--- src/rtl/robotron_dbg_pkg.sv ---
// Shared definitions for the robotron bus-trace debug unit.
// Holds capture-state encoding, trigger-mode codes and record layout helpers.
package robotron_dbg_pkg;

    typedef enum logic [1:0] {
        ST_IDLE  = 2'b00,
        ST_ARMED = 2'b01,
        ST_POST  = 2'b10,
        ST_DONE  = 2'b11
    } state_t;

    localparam logic [1:0] BP_ANY = 2'b00;
    localparam logic [1:0] BP_RD  = 2'b01;
    localparam logic [1:0] BP_WR  = 2'b10;
    localparam logic [1:0] BP_OFF = 2'b11;

    // Record layout, LSB first: data, then address, then rw on top.
    localparam int REC_DATA_LSB = 0;

    function automatic int rec_addr_lsb(input int dw);
        return dw;
    endfunction

    function automatic int rec_rw_bit(input int aw, input int dw);
        return aw + dw;
    endfunction

    function automatic int rec_width(input int aw, input int dw);
        return aw + dw + 1;
    endfunction

endpackage

--- src/rtl/bus_trace_match.sv ---
// One address-window trigger channel: combinational window and rw compare.
// Ports: addr/rw (bus cycle), lo/hi (inclusive window), mode (BP_*), hit.
module bus_trace_match
    import robotron_dbg_pkg::*;
#(
    parameter int ADDR_W = 16
) (
    input  logic [ADDR_W-1:0] addr,
    input  logic              rw,
    input  logic [ADDR_W-1:0] lo,
    input  logic [ADDR_W-1:0] hi,
    input  logic [1:0]        mode,
    output logic              hit
);

    logic in_win;
    logic rw_ok;

    // A window with lo > hi can never satisfy both bounds.
    assign in_win = (addr >= lo) && (addr <= hi);

    always_comb begin
        rw_ok = 1'b0;
        unique case (mode)
            BP_ANY: rw_ok = 1'b1;
            BP_RD:  rw_ok = rw;
            BP_WR:  rw_ok = ~rw;
            BP_OFF: rw_ok = 1'b0;
        endcase
    end

    assign hit = in_win && rw_ok;

endmodule

--- src/rtl/robotron_bus_trace.sv ---
// 6809 bus-cycle trace: circular capture with address-window trigger,
// post-trigger count and a pop interface for draining the buffer.
// Ports: clk/reset; cyc_en/bus_* sample inputs; arm; bp_lo/bp_hi/bp_mode
// trigger channels; post_count; rd_req/rd_data/rd_valid/rd_empty readout;
// state, trig_chan, fill status.
module robotron_bus_trace
    import robotron_dbg_pkg::*;
#(
    parameter int ADDR_W = 16,
    parameter int DATA_W = 8,
    parameter int DEPTH  = 16,
    parameter int NUM_BP = 2,
    parameter int PW     = $clog2(DEPTH)
) (
    input  logic                     clk,
    input  logic                     reset,
    input  logic                     cyc_en,
    input  logic                     bus_vma,
    input  logic [ADDR_W-1:0]        bus_addr,
    input  logic [DATA_W-1:0]        bus_data,
    input  logic                     bus_rw,
    input  logic                     arm,
    input  logic [NUM_BP*ADDR_W-1:0] bp_lo,
    input  logic [NUM_BP*ADDR_W-1:0] bp_hi,
    input  logic [NUM_BP*2-1:0]      bp_mode,
    input  logic [PW-1:0]            post_count,
    input  logic                     rd_req,
    output logic [ADDR_W+DATA_W:0]   rd_data,
    output logic                     rd_valid,
    output logic                     rd_empty,
    output logic [1:0]               state,
    output logic [NUM_BP-1:0]        trig_chan,
    output logic [PW:0]              fill
);

    localparam int REC_W   = rec_width(ADDR_W, DATA_W);
    localparam int ADDR_LO = rec_addr_lsb(DATA_W);
    localparam int RW_BIT  = rec_rw_bit(ADDR_W, DATA_W);
    localparam logic [PW:0] FULL = (PW+1)'(DEPTH);

    state_t            state_q;
    state_t            state_nxt;
    logic [PW-1:0]     wr_ptr;
    logic [PW-1:0]     rd_ptr;
    logic [PW-1:0]     post_cnt;
    logic [NUM_BP-1:0] hit;
    logic [REC_W-1:0]  rec;
    logic [REC_W-1:0]  mem [DEPTH];
    logic [PW:0]       fill_inc;
    logic              sample;
    logic              store;
    logic              trig;
    logic              enter_done;
    logic              pop;

    for (genvar i = 0; i < NUM_BP; i++) begin : g_bp
        bus_trace_match #(.ADDR_W(ADDR_W)) u_match (
            .addr (bus_addr),
            .rw   (bus_rw),
            .lo   (bp_lo[i*ADDR_W +: ADDR_W]),
            .hi   (bp_hi[i*ADDR_W +: ADDR_W]),
            .mode (bp_mode[i*2 +: 2]),
            .hit  (hit[i])
        );
    end

    always_comb begin
        rec = '0;
        rec[REC_DATA_LSB +: DATA_W] = bus_data;
        rec[ADDR_LO +: ADDR_W]      = bus_addr;
        rec[RW_BIT]                 = bus_rw;
    end

    assign sample   = cyc_en && bus_vma;
    assign store    = !arm && sample &&
                      (state_q == ST_ARMED || state_q == ST_POST);
    assign trig     = store && state_q == ST_ARMED && |hit;
    assign pop      = !arm && state_q == ST_DONE && rd_req && fill != '0;
    assign fill_inc = (fill == FULL) ? fill : fill + 1'b1;

    // post_count is PW bits, so it never exceeds DEPTH-1 and the
    // trigger sample always survives in the buffer.
    always_comb begin
        state_nxt = state_q;
        if (arm) begin
            state_nxt = ST_ARMED;
        end else begin
            unique case (state_q)
                ST_IDLE:  state_nxt = ST_IDLE;
                ST_ARMED: if (trig)
                    state_nxt = (post_count == '0) ? ST_DONE : ST_POST;
                ST_POST:  if (store && post_cnt == PW'(1))
                    state_nxt = ST_DONE;
                ST_DONE:  state_nxt = ST_DONE;
            endcase
        end
    end

    assign enter_done = state_q != ST_DONE && state_nxt == ST_DONE;

    always_ff @(posedge clk) begin
        if (reset) state_q <= ST_IDLE;
        else       state_q <= state_nxt;
    end

    always_ff @(posedge clk) begin
        if (store) mem[wr_ptr] <= rec;
    end

    always_ff @(posedge clk) begin
        if (reset) begin
            wr_ptr    <= '0;
            rd_ptr    <= '0;
            post_cnt  <= '0;
            fill      <= '0;
            trig_chan <= '0;
            rd_valid  <= 1'b0;
            rd_data   <= '0;
        end else begin
            rd_valid <= 1'b0;
            if (arm) begin
                wr_ptr    <= '0;
                rd_ptr    <= '0;
                post_cnt  <= '0;
                fill      <= '0;
                trig_chan <= '0;
            end else begin
                if (store) begin
                    wr_ptr <= wr_ptr + 1'b1;
                    fill   <= fill_inc;
                end
                if (trig) begin
                    trig_chan <= hit;
                    post_cnt  <= post_count;
                end else if (store && state_q == ST_POST) begin
                    post_cnt <= post_cnt - 1'b1;
                end
                // Oldest entry sits at the next write slot once wrapped.
                if (enter_done)
                    rd_ptr <= (fill_inc == FULL) ? wr_ptr + 1'b1 : '0;
                if (pop) begin
                    rd_valid <= 1'b1;
                    rd_data  <= mem[rd_ptr];
                    rd_ptr   <= rd_ptr + 1'b1;
                    fill     <= fill - 1'b1;
                end
            end
        end
    end

    assign state    = state_q;
    assign rd_empty = (state_q == ST_DONE) ? (fill == '0) : 1'b1;

endmodule

--- config.mk ---
export PLATFORM = sky130hd
export DESIGN_NAME = robotron_bus_trace
export DESIGN_NICKNAME = d
export VERILOG_FILES = /design/src/rtl/robotron_dbg_pkg.sv /design/src/rtl/bus_trace_match.sv /design/src/rtl/robotron_bus_trace.sv
export SDC_FILE = /design/constraint.sdc
export NUM_CORES = 1
export LEC_CHECK = 0
export ABC_AREA = 1
export CORE_ASPECT_RATIO = 0.6
export CORE_MARGIN = 2
export CORE_UTILIZATION = 59
export DETAILED_ROUTE_END_ITERATION = 10
export HOLD_SLACK_MARGIN = 0.15
export PLACE_DENSITY_LB_ADDON = 0.2
export SLEW_MARGIN = 10
export SYNTH_ARGS = -nofsm -noshare
export SYNTH_HDL_FRONTEND = slang
export SYNTH_SLANG_ARGS = --single-unit
export TNS_END_PERCENT = 5
--- constraint.sdc ---
create_clock -name clk -period 3.9 [get_ports clk]
set_input_delay 1.17 -clock clk [delete_from_list [all_inputs] [get_ports clk]]
set_output_delay 1.17 -clock clk [all_outputs]
set_load 0.05 [all_outputs]
==> reports/qor.csv, run 1 <==
stage;metric;value;unit
clock_network;# H-tree levels;2;
power;sw frac;20.0;%
timing;TNS Setup;0;ns
clock_network;Hold Buf Count CTS;0;
clock_network;clock-pin slew on the worst setup and hold paths;0.07;ns
power;register share of total power;54.0;%
yosys;post-synth cell types;44;
grt;first-pass GRT wire length;74.6;mm
routing;vias after detailed routing;13300;
timing;final setup vio count;0;
power;Clock Power Share;41.8;%
placement;Placed Area;0.0218;mm²
timing;post-route minimum period;3.63;ns
placement;HPWL after DPL;29.0;mm
routing;DRT iter0 DRCs;1545;
min_path;Worst Hold Class;flop to flop;
routing;Total Wirelength;48.8;mm
yosys;most frequent cells after synthesis;edfxtp_1 (400), nor2_1 (244), inv_1 (126), o21ai_0 (115), nand2_1 (99);
grt;initial antenna violation count;1;
yosys;number of synthesized register bits;447;
clock_network;Clock Sinks;447;
yosys;yosys warns;0;
timing;Worst Tran Pin Value;1.03;ns
placement;dpl cells;2139;
timing;RSZ-0062 raised after global routing;no;
routing;drt pass-1 iters;5;
grt;Tot GR Track Use;28.2;%
timing;f_max;275;MHz
routing;DRC Markers;0;
floorplanning;core area;0.0326;mm²
yosys;cell with the most instances after synthesis;edfxtp_1;
routing;via/cell ratio;6.03;
power;worst vdd ir;0.342;mV
critical_path;CP endpoint kind;output port;
power;LEAKAGE;0.00815;µW
clock_network;maximum root-to-sink buffer count;3;
power;Comb power frac;4.2;%
yosys;top cell type by total area after synthesis;edfxtp_1;
yosys;Syn Area/Cell;12.5;µm²
min_path;hold wc startpoint;trig_chan[1];
placement;routability cong.;0.849;
yosys;Syn Inst Count;1576;
yosys;ranking of synthesized cells by area;edfxtp_1 (61%), ha_1 (5.0%), dfxtp_1 (4.8%), nor2_1 (4.7%), mux2i_1 (3.3%);
floorplanning;Die Wd;240;µm
critical_path;Worst EP required;2.73;ns
clock_network;post-CTS sizing;0;
floorplanning;io pins;139;
final_layout;final-layout fill cell count;2228;
power;P_sw;1930;µW
critical_path;CP Launch Point;fill[0];
yosys;sequential area share after synthesis;66.0;%
timing;WHS;0.505;ns
yosys;Syn Nets;1757;
power;PwrDens;417;mW/mm²
timing;max-slew violations;0;
timing;Final Skew;0.00975;ns
yosys;area share of the leading cell type in the synthesized netlist;61.2;%
clock_network;TritonCTS clock tree;done;
final_layout;Sequential cell area;0.0130;mm²
clock_network;setup bufs post-CTS;0;
yosys;number of synthesized flops with an enable pin;400;
yosys;Synth async-reset ratio;0;%
final_layout;Area Overhead vs Synth;17.6;%
placement;PortBufs;138;
clock_network;worst-skew pair later-pin latency;0.54;ns
grt;maximum number of pins on one net before global-route repair;128;
critical_path;critical path class;flop to output port;
floorplanning;DIE AREA;0.0348;mm²
floorplanning;num rows;51;
clock_network;total CTS buffers;40;
critical_path;Critical Path Fanout Max;6;
final_layout;footprint of the multi-input gates;0.00577;mm²
final_layout;cell area after layout;0.0231;mm²
timing;Max-slew headroom;31.6;%
critical_path;Startpoint Class;flop;
final_layout;non-filler cells, final;2211;
routing;Post-DRT Antenna Nets;0;
clock_network;CTS root buf;clkbuf_16;
final_layout;# diodes;0;
timing;Tcrit/Tclk final;93.2;%
power;design internal power;7710;µW
power;Total Power;9640;µW
flow_run;max cap viols;0;
yosys;prevailing post-synth register cell;edfxtp_1;
outcome;run status;complete, no violations;
critical_path;reg2reg start;rd_ptr[2];
routing;WL/cell;22.1;µm
grt;GR Overflow Total;0;
final_layout;layout cells sized above 1;9.88;%
floorplanning;die height;145;µm
yosys;synthesized area;0.0196;mm²
critical_path;Critical Path AT;2.46;ns
timing;final hold vios;0;
grt;vias in the first global route;13100;
final_layout;nets@finish;1912;
floorplanning;Initial Utilization;60.2;%
## layer usage
metal | vias to the layer above | part of all wire (%) | global-route usage (%)
li1 | 6105 | - | -
met1 | 6476 | 43 | 41.7
met2 | 666 | 46 | 43.4
met3 | 83 | 9.6 | 5.19
met4 | 0 | 2.1 | 7.66
met5 | - | 0 | 0
## state kept, by name, indices dropped and copies added (netlist names)
signal and cells:
mem 400, fill 5, rd_ptr 4, state 2, post_cnt 4, wr_ptr 4, rd_data 25, trig_chan 2
rd_valid 1
## power groups by stage
stage,Combinational [µW],Sequential (µW),Clock [µW]
2_1_floorplan,155,5320,0
3_3_place_gp,385,5320,0
3_5_place_dp,401,5320,0
4_1_cts,404,5210,4060
5_1_grt,452,5210,4230
6_report,406,5210,4030
## placed cells by master, fill, tap and decap left out, types with 8 or more instances in the layout
cell type / count
clkbuf_1: 8
a311o_1: 25
nand2_1: 99
dfxtp_1: 44
clkdlybuf4s50_1: 138
o211ai_1: 35
ha_1: 78
inv_1: 125
clkbuf_16: 40
inv_2: 14
buf_12: 8
mux2i_1: 65
o221ai_1: 66
edfxtp_1: 400
nor2_1: 228
a21oi_1: 42
nand3_1: 36
o32ai_1: 35
clkinv_1: 9
o21ai_0: 115
nor2_2: 17
buf_4: 54
## kinds of logic after synthesis
group | synth area share (%)
DFF | 66.0
and+or+nand+nor | 8.61
AOI/OAI and AO/OA | 11.8
buffers and inverters | 4.90
adders and majority gates | 4.97
muxes | 3.31
xor gates and xnor gates | 0.446
## final timing paths
check | depth (start not counted) | endpoint | slack (ns)
setup reg to reg | 6 | rd_data[11] | 1.21
setup / recovery | 7 | rd_empty | 0.27
hold reg to reg | 2 | trig_chan[1] | 0.50
hold / removal | 2 | trig_chan[1] | 0.50
## final cells by class
cell class / count / area share [%]
Tap cell: 450 / 2.44
Multi-Input combinational cell: 900 / 25.0
Timing Repair Buffer: 200 / 8.43
Inverter: 142 / 2.31
Clock buffer: 53 / 4.76
Sequential cell: 447 / 56.1
Clock inverter: 19 / 0.991
## worst max-delay path, stage by stage, from the launching register on
cell and delay (ns):
dfxtp_1 0.37, inv_1 0.13, ha_1 0.21, nand3_1 0.15
nor2_1 0.15, inv_2 0.06, nand2_1 0.05, clkdlybuf4s50_1 0.80
## stage by stage
stage	util, %	setup slack (ns)
6_report	70.9	0.265
5_1_grt	70.9	0.163
4_1_cts	70.9	0.264
3_5_place_dp	66.8	0.0105
3_3_place_gp	66.8	0.119
2_1_floorplan	-	0.445
(Power assumes the default switching activity.)
==> run 2, diff against run 1 <==
--- a/config.mk
+++ b/config.mk
@@ -16,4 +16,3 @@
 export SYNTH_ARGS = -nofsm -noshare
 export SYNTH_HDL_FRONTEND = slang
 export SYNTH_SLANG_ARGS = --single-unit
-export TNS_END_PERCENT = 5
==> results of run 2 <==
Same layout as run 1: the final DEF is identical, and so are final timing and power.
==> run 3, diff against run 2 <==
--- a/config.mk
+++ b/config.mk
@@ -15,4 +15,5 @@
 export SLEW_MARGIN = 10
 export SYNTH_ARGS = -nofsm -noshare
 export SYNTH_HDL_FRONTEND = slang
+export SYNTH_HIERARCHICAL = 1
 export SYNTH_SLANG_ARGS = --single-unit
==> run 3 against run 2 <==
Final area increased by 0.91%. Clock power decreased by 5%. First-iteration DRC count decreased by 3.9%. Largest cell class unchanged. Critical path type is now primary input to flop. Count of clock-buffer cells in the layout increased by 11. Clock skew about the same. Maximum frequency decreased by 1.6%. Non-clock buffer count increased by 2.
==> reports/qor.csv, run 3 <==
stage;metric;value;unit;change
outcome;run status;complete, no violations;;unchanged
grt;maximum number of pins on one net before global-route repair;204;;was 128
critical_path;Critical Path Fanout Max;5;;was 6
floorplanning;io pins;139;;unchanged
clock_network;# H-tree levels;2;;unchanged
grt;GR Overflow Total;0;;unchanged
yosys;sequential area share after synthesis;64.9;%;was 66.0%
yosys;cell with the most instances after synthesis;edfxtp_1;;unchanged
final_layout;largest reg by FF count;mem;;unchanged
yosys;number of synthesized register bits;447;;unchanged
critical_path;slowest CP cell;clkdlybuf4s50_1;;unchanged
timing;Final Skew;0.00936;ns;was 0.00975 ns
grt;first-pass GRT wire length;74.4;mm;was 74.6 mm
routing;drt pass-1 iters;5;;unchanged
placement;Placed Area;0.0220;mm²;was 0.0218 mm²
clock_network;Clock Sinks;447;;unchanged
power;worst vdd ir;0.268;mV;was 0.342 mV
grt;Tot GR Track Use;27.6;%;was 28.2%
final_layout;nets@finish;2068;;was 1912
routing;WL/cell;20.3;µm;was 22.1 µm
yosys;synthesized area;0.0200;mm²;was 0.0196 mm²
critical_path;critical path class;primary input to flop;;was flop to output port
flow_run;max cap viols;0;;unchanged
timing;f_max;271;MHz;was 275 MHz
critical_path;most used cell, CP;nand2_1;;
routing;Post-DRT Antenna Nets;0;;unchanged
critical_path;cell family with most CP delay;simple AND/OR/NAND/NOR gates;;was buffers and inverters
grt;initial antenna violation count;0;;was 1
yosys;Syn Nets;1913;;was 1757
final_layout;cell area after layout;0.0233;mm²;was 0.0231 mm²
yosys;yosys warns;6;;was 0
placement;PortBufs;138;;unchanged
timing;final hold vios;0;;unchanged
critical_path;Critical Path AT;4.16;ns;was 2.46 ns
clock_network;maximum root-to-sink buffer count;3;;unchanged
clock_network;clock-pin slew on the worst setup and hold paths;0.06;ns;was 0.07 ns
critical_path;Startpoint Class;primary input;;was flop
yosys;number of synthesized flops with an enable pin;400;;unchanged
power;LEAKAGE;0.00843;µW;was 0.00815 µW
clock_network;total CTS buffers;41;;was 40
final_layout;most common cell after layout, fill and taps aside;edfxtp_1;;unchanged
final_layout;Largest regs;mem x400, rd_data x25, fill x5;;unchanged
timing;RSZ-0062 raised after global routing;no;;unchanged
critical_path;R2R setup slack;1.50;ns;was 1.21 ns
timing;Tcrit/Tclk final;94.7;%;was 93.2%
critical_path;Worst EP required;4.37;ns;was 2.73 ns
yosys;Syn Inst Count;1731;;was 1576
timing;WHS;0.496;ns;was 0.505 ns
final_layout;final-layout fill cell count;2385;;was 2228
floorplanning;Initial Utilization;59.6;%;was 60.2%
yosys;most frequent cells after synthesis;edfxtp_1 (400), nor2_1 (323), o21ai_0 (160), nand2_1 (147), inv_1 (135);;was edfxtp_1 (400), nor2_1 (244), inv_1 (126), o21ai_0 (115), nand2_1 (99)
clock_network;worst-skew pair later-pin latency;0.54;ns;about the same
final_layout;Area Overhead vs Synth;16.8;%;was 17.6%
timing;post-route minimum period;3.69;ns;was 3.63 ns
yosys;ranking of synthesized cells by area;edfxtp_1 (60%), nor2_1 (6.1%), ha_1 (5.0%), dfxtp_1 (4.7%), o21ai_0 (4.0%);;was edfxtp_1 (61%), ha_1 (5.0%), dfxtp_1 (4.8%), nor2_1 (4.7%), mux2i_1 (3.3%)
routing;DRC Markers;0;;unchanged
placement;HPWL after DPL;27.6;mm;was 29.0 mm
timing;Worst Tran Pin Value;0.891;ns;was 1.03 ns
critical_path;CP endpoint kind;flop;;was output port
yosys;area share of the leading cell type in the synthesized netlist;60.2;%;was 61.2%
floorplanning;Die Wd;241;µm;was 240 µm
power;PwrDens;407;mW/mm²;was 417 mW/mm²
routing;vias after detailed routing;13600;;was 13300
final_layout;post-layout util;69.6;%;was 70.9%
yosys;Syn Area/Cell;11.5;µm²;was 12.5 µm²
timing;max-slew violations;0;;unchanged
yosys;post-synth cell types;38;;was 44
yosys;Synth async-reset ratio;0;%;unchanged
final_layout;layout cells sized above 1;8.56;%;was 9.88%
grt;vias in the first global route;13200;;was 13100
clock_network;TritonCTS clock tree;done;;unchanged
clock_network;CTS root buf;clkbuf_16;;unchanged
critical_path;worst path cell trace;clkdlybuf4s50_1, buf_4, ha_1, nand2_1, nor2_1, nand2_1, inv_1, nand2_1, a21oi_1, nor2_1, nor2_1, nor2_1, nand2_2, o211ai_1, nand3_1, nor2_1, nand2_1, nand2_1, nand2_1, nand2_1, nor2_1;;was inv_1, ha_1, nand3_1, nor2_1, inv_2, nand2_1, clkdlybuf4s50_1
yosys;prevailing post-synth register cell;edfxtp_1;;unchanged
critical_path;crit path buf inv count;3;;unchanged
floorplanning;core area;0.0335;mm²;was 0.0326 mm²
timing;Max-slew headroom;40.6;%;was 31.6%
yosys;top cell type by total area after synthesis;edfxtp_1;;unchanged
placement;routability cong.;0.871;;was 0.849
final_layout;# diodes;0;;unchanged
routing;via/cell ratio;5.74;;was 6.03
min_path;Worst Hold Class;flop to flop;;unchanged
floorplanning;die height;146;µm;was 145 µm
timing;final setup vio count;0;;unchanged
floorplanning;DIE AREA;0.0354;mm²;was 0.0348 mm²
final_layout;max reg flops;400;;unchanged
routing;DRT iter0 DRCs;1485;;was 1545
floorplanning;num rows;52;;was 51
routing;Total Wirelength;48.3;mm;was 48.8 mm
critical_path;max incr delay on CP;0.40;ns;was 0.80 ns
final_layout;most frequent cells in the layout;edfxtp_1 (400), nor2_1 (307), o21ai_0 (160);;was edfxtp_1 (400), nor2_1 (228), clkdlybuf4s50_1 (138)
run 3: changes by cell type in the layout (fill, tap and decap cells not counted), moves of 25 or more:
cell / before / now
a311o_1: 25 / 0
o211ai_1: 35 / 83
o221ai_1: 66 / 20
nand2_1: 99 / 147
o32ai_1: 35 / 0
nor2_1: 228 / 307
o21ai_0: 115 / 160
run 3: layout make-up:
cell class / instances / area, µm² / area share (%)
clock buffers: 64 / 1220 / 5.25
clock inverters: 10 / 48.8 / 0.209
inverters: 141 / 534 / 2.29
multi-input cells: 1053 / 6000 / 25.8
flip-flops and latches: 447 / 13000 / 55.6
well taps: 459 / 574 / 2.46
repair buffers: 202 / 1970 / 8.44
run 3: final timing paths:
kind                                    from      endpoint  cells past startpoint
worst max-delay path            bus_addr[15]     rd_ptr[0]                     21
worst min-delay path            trig_chan[1]  trig_chan[1]                      2
worst max register to register       fill[0]    rd_data[2]                     11
worst min register to register  trig_chan[1]  trig_chan[1]                      2
run 3: logic make-up after synthesis:
family	count (synthesis)	share of synthesized area, %
xor+xnor	12	0.527
buf+inv	231	5.25
compound gates	359	10.7
flops	447	64.9
fa+ha+maj	79	4.95
mux	47	2.36
simple gates	556	11.3
run 3: what timing repair did:
| action | in CTS | in global routing |
|---|---|---|
| resized for setup | 0 | 3 |
| hold buffers | 0 | 0 |
| setup endpoints to repair | 0 | 2 |
| setup buffers | 0 | 0 |
run 3: tightest hold or removal path: stages (launching register included):
cell,delay [ns]
dfxtp_1,0.33
nor2_1,0.05
nor2_1,0.08
run 3: through the flow:
step | std cells | setup TNS (ns) | worst slack [ns] | power [µW]
after floorplan | 1731 | 0 | 0.755 | 5490
after global placement | 2302 | -0.866 | -0.167 | 5720
after detailed placement | 2302 | -2.26 | -0.346 | 5740
after CTS | 2376 | 0 | 0.215 | 9520
after global routing | 2376 | 0 | 0.0108 | 9750
final | 2376 | 0 | 0.206 | 9480
run 3: where the power goes:
group          switching [µW]  internal (µW)
sequential               2.81           5210
clock                    1680           2160
combinational             234            192
run 3: metal layers:
metal	GRT usage, %	vias up	wire [µm]
met1	40.0	6503	20700
li1	-	6458	-
met3	4.75	78	4300
met4	8.98	0	1210
met2	42.8	609	22200
met5	0	-	0
